File: src/rtl/bcd_countdown_99.sv
// rtl/bcd_countdown_99.sv - two-digit BCD down-counter with sticky zero flag and terminal-count pulse
// Optional free-running reload at 00 is enabled by defining BCD_CD_AUTORELOAD_EN.
module bcd_countdown_99 #(
  parameter logic [3:0] RST_TENS = 4'd9,
  parameter logic [3:0] RST_ONES = 4'd9
) (
  input  logic       clk,
  input  logic       reset,
  input  logic       x,
  input  logic       load,
  input  logic [3:0] d_tens,
  input  logic [3:0] d_ones,
  output logic [3:0] y1,
  output logic [3:0] y2,
  output logic       zero,
  output logic       tc
);

  logic [3:0] rl_tens;
  logic [3:0] rl_ones;

  function automatic logic [3:0] clamp9(input logic [3:0] d);
    return (d > 4'd9) ? 4'd9 : d;
  endfunction

  assign zero = (y1 == 4'd0) && (y2 == 4'd0);

  always_ff @(posedge clk or negedge reset) begin
    if (!reset) begin
      y1      <= RST_TENS;
      y2      <= RST_ONES;
      rl_tens <= RST_TENS;
      rl_ones <= RST_ONES;
      tc      <= 1'b0;
    end else begin
      tc <= 1'b0;
      if (load) begin
        y1      <= clamp9(d_tens);
        y2      <= clamp9(d_ones);
        rl_tens <= clamp9(d_tens);
        rl_ones <= clamp9(d_ones);
      end else if (x) begin
        if (y2 != 4'd0) begin
          y2 <= y2 - 4'd1;
          // Only the 01 -> 00 step marks terminal count; reloads and holds never do.
          if (y1 == 4'd0 && y2 == 4'd1) tc <= 1'b1;
        end else if (y1 != 4'd0) begin
          y2 <= 4'd9;
          y1 <= y1 - 4'd1;
        end else begin
`ifdef BCD_CD_AUTORELOAD_EN
          y1 <= rl_tens;
          y2 <= rl_ones;
`else
          y1 <= 4'd0;
          y2 <= 4'd0;
`endif
        end
      end
    end
  end

endmodule

File: config.mk
export PLATFORM = sky130hd
export DESIGN_NAME = bcd_countdown_99
export DESIGN_NICKNAME = d
export VERILOG_FILES = /design/src/rtl/bcd_countdown_99.sv
export SDC_FILE = /design/constraint.sdc
export NUM_CORES = 1
export LEC_CHECK = 0
export ABC_AREA = 1
export BUFFER_PORTS_ARGS = -buffer_cell sky130_fd_sc_hd__buf_2
export CAP_MARGIN = 20
export CORE_AREA = 2 2 39 41
export CTS_CLUSTER_DIAMETER = 120
export CTS_CLUSTER_SIZE = 16
export DETAILED_ROUTE_END_ITERATION = 16
export DIE_AREA = 0 0 41 43
export PLACE_DENSITY_LB_ADDON = 0.05
export SLEW_MARGIN = 10
export SYNTH_ARGS = -nofsm -noshare
export SYNTH_HDL_FRONTEND = slang
export SYNTH_SLANG_ARGS = --single-unit
File: constraint.sdc
create_clock -name clk -period 2.3 [get_ports clk]
set_clock_uncertainty 0.05 [all_clocks]
set_input_delay 0.345 -clock clk [delete_from_list [all_inputs] [get_ports clk]]
set_output_delay 0.345 -clock clk [all_outputs]
set_load 0.03 [all_outputs]
==> results.ini <==
[cts]
clk_latency_ns=0.27
cts_tree=yes
clk_pin_slew_worst_paths_ns=0.06
cts-resized-gates=0
cts-htree-levels=1
clock_sinks=9
cts_made_buffers=3
clockBufferDepth=2
ctsRootBufferMaster=clkbuf_4

[floorplanning]
die_w_um=41
fp-row-count=14
initial_utilization_pct=43.0
dieArea_mm2=0.00176
coreArea_mm2=0.00138
fp.dieH_um=43
io_pins=22

[grt]
antenna_found_initial=0
grt_max_degree=12
grt_usage_pct=19.8
grt_pass1_vias=569
grt_pass1_wl_um=2300
overflow=0

[drt]
wire_per_inst_um=10.8
drtAntennaViolNets=0
drtIter0Drc=12
wl_um=1370
avgViaCountPerCell=4.95
drcViolationCount=0
vias=629
drt_first_pass_iters=5

[power_and_ir_drop]
p_clk_share_pct=21.9
power.internal_uw=335
ir_drop_uv=427
power_density_mw_per_mm2=775
power_switching_uw=243
seqPwrFrac_pct=39.6
combPwrFrac_pct=38.5
p_sw_share_pct=42.0
p_leak_uw=0.000401

[timing]
tightest_slew_ns=0.231
setup_tns_ns=0
fmax_mhz=585
rsz0062_at_grt=no
setup_viol=0
fin_crit_sh_pct=74.3
final-hold-violation-count=0
relSlewSlack_pct=84.5
report.final.slew_viol_count=0
min_period_ns=1.71

[worst_setup_path]
crit_required_ns=1.90
path_cells=nor2_1 -> nand2_1 -> nor2_1 -> buf_2
cp_data_arrival_time_ns=1.31
cp_common_cell=nor2_1
critical_path_class=reg -> out
endpoint_kind=output pin
cp_max_fo=4
startpoint_type=register
crit_slowest_cell=dfrtp_1
worst-r2r-cell-count=7
slowest_delay_ns=0.39

[synth]
synth_area_um2=596
syn_area_per_cell_um2=6.93
yosysWarnings=0
ys_types=19
synth_fp_nets=98
seq_area_frac_synth_pct=38.7
synth_cells=86
ys_ff_latch=9

[run_status]
status=complete, no violations

[placed_design]
portBuffers=21
placed_area_um2=709
place.gp.congestion=0.786
place_hpwl_um=1050

[job]
max-cap-violations=0

[layout]
diodes=0
syn_to_final_growth_pct=25.2
layout.nets=124
drive_above_1_share_pct=35.1
design_area_um2=746

[min_path]
hold_class=in -> reg
hold_path_depth=3

[cell usage in the layout, fill, tap and decap left out]
cell           synthesis  final
dfrtp_1                5      5
nor2_1                 9      9
clkbuf_4               0      3
o21ai_0                7      7
nand3_1                6      6
nand4_1                2      2
a21oi_1                6      6
nand2_2                3      3
nor2_2                 3      3
nor3_1                 2      2
a21oi_2                1      1
nor2_4                 1      1
o21bai_1               1      1
o21ai_1                2      2
clkbuf_1               0      1
inv_2                  3      3
dlygate4sd3_1          0      1
o21a_1                 1      1
nand2_1               18     18
buf_2                  0     21
inv_1                 11     11
dfstp_2                4      4
[metal layers]
layer	wire, um	share of wire, %	vias to the layer above	track usage [%]
li1	-	-	325	-
met1	603	44	282	23.3
met2	651	48	17	30.6
met3	71	5.2	5	3.14
met4	40	2.9	0	14.0
met5	0	0	-	0
[power by group through the flow]
stage | registers (uW) | logic, uW | clock network, uW
3_5_place_dp | 232 | 223 | 0
2_1_floorplan | 288 | 100 | 0
5_1_grt | 235 | 249 | 139
4_1_cts | 229 | 224 | 131
6_report | 229 | 222 | 127
3_3_place_gp | 230 | 223 | 0
[sequential cells by signal, indices dropped and copies added, names as in the netlist]
name and flops:
tc 1, y2 4, y1 4
[final timing paths]
kind                              startpoint                 to  slack, ns
min reg2reg                y2[3]$_DFFE_PN1P_  y2[3]$_DFFE_PN1P_       0.43
min in group asynchronous              reset  y2[1]$_DFFE_PN0P_       0.41
max                        y1[1]$_DFFE_PN0P_               zero       0.59
min                                d_tens[3]  y1[3]$_DFFE_PN1P_       0.28
max in group asynchronous              reset  y1[0]$_DFFE_PN1P_       1.54
max reg2reg                y2[0]$_DFFE_PN1P_  y1[1]$_DFFE_PN0P_       1.04
[cell families (layout without fill, tap and decap cells)]
family | count (synthesis) | count (layout) | synth area share (%)
flip-flops | 9 | 9 | 38.7
buffers and inverters | 15 | 40 | 10.7
AO/OA/AOI/OAI | 18 | 18 | 16.6
AND/OR/NAND/NOR | 44 | 44 | 34.0
[cells in the mapped netlist]
library cell / number / share of area, %
a21oi_1: 6 / 5.0
a21oi_2: 1 / 1.5
buf_6: 1 / 1.9
dfrtp_1: 5 / 21
dfstp_2: 4 / 18
inv_1: 11 / 6.9
inv_2: 3 / 1.9
nand2_1: 18 / 11
nand2_2: 3 / 3.2
nand3_1: 6 / 5.0
nand4_1: 2 / 2.1
nor2_1: 9 / 5.7
nor2_2: 3 / 3.2
nor2_4: 1 / 1.9
nor3_1: 2 / 1.7
o21a_1: 1 / 1.3
o21ai_0: 7 / 5.9
o21ai_1: 2 / 1.7
o21bai_1: 1 / 1.3
[area by class of cell]
type                            count  area [um^2]
Tap cell                           16         20.0
Clock buffer                        4         26.3
Fill cell                         154          638
Multi-Input combinational cell     62          302
Timing Repair Buffer               22          115
Sequential cell                     9          230
Inverter                           14         52.6
[metrics by stage]
stage	power (uW)	setup WS, ns	instances	hold WS, ns	util (%)
finish	578	0.590	127	0.276	53.9
global route	623	0.455	127	0.303	53.9
CTS	584	0.571	127	0.281	53.9
detailed placement	454	0.853	122	0.163	51.3
global placement	453	0.914	122	0.161	51.3
floorplan	389	0.661	86	-0.000591	-
[repair_timing]
| action | in CTS | in global routing |
|---|---|---|
| hold buffers | 1 | 0 |
| buffers inserted | 0 | 0 |
| setup endpoints to repair | 0 | 0 |
| endpoints found under the hold margin | 5 | 0 |
[worst max-delay path, delay by kind of cell, from the launching register on]
kind	cells	cell delay [ns]
DFF	1	0.39
buffers and inverters	1	0.20
and+or+nand+nor	3	0.46
(Power assumes the default switching activity.)
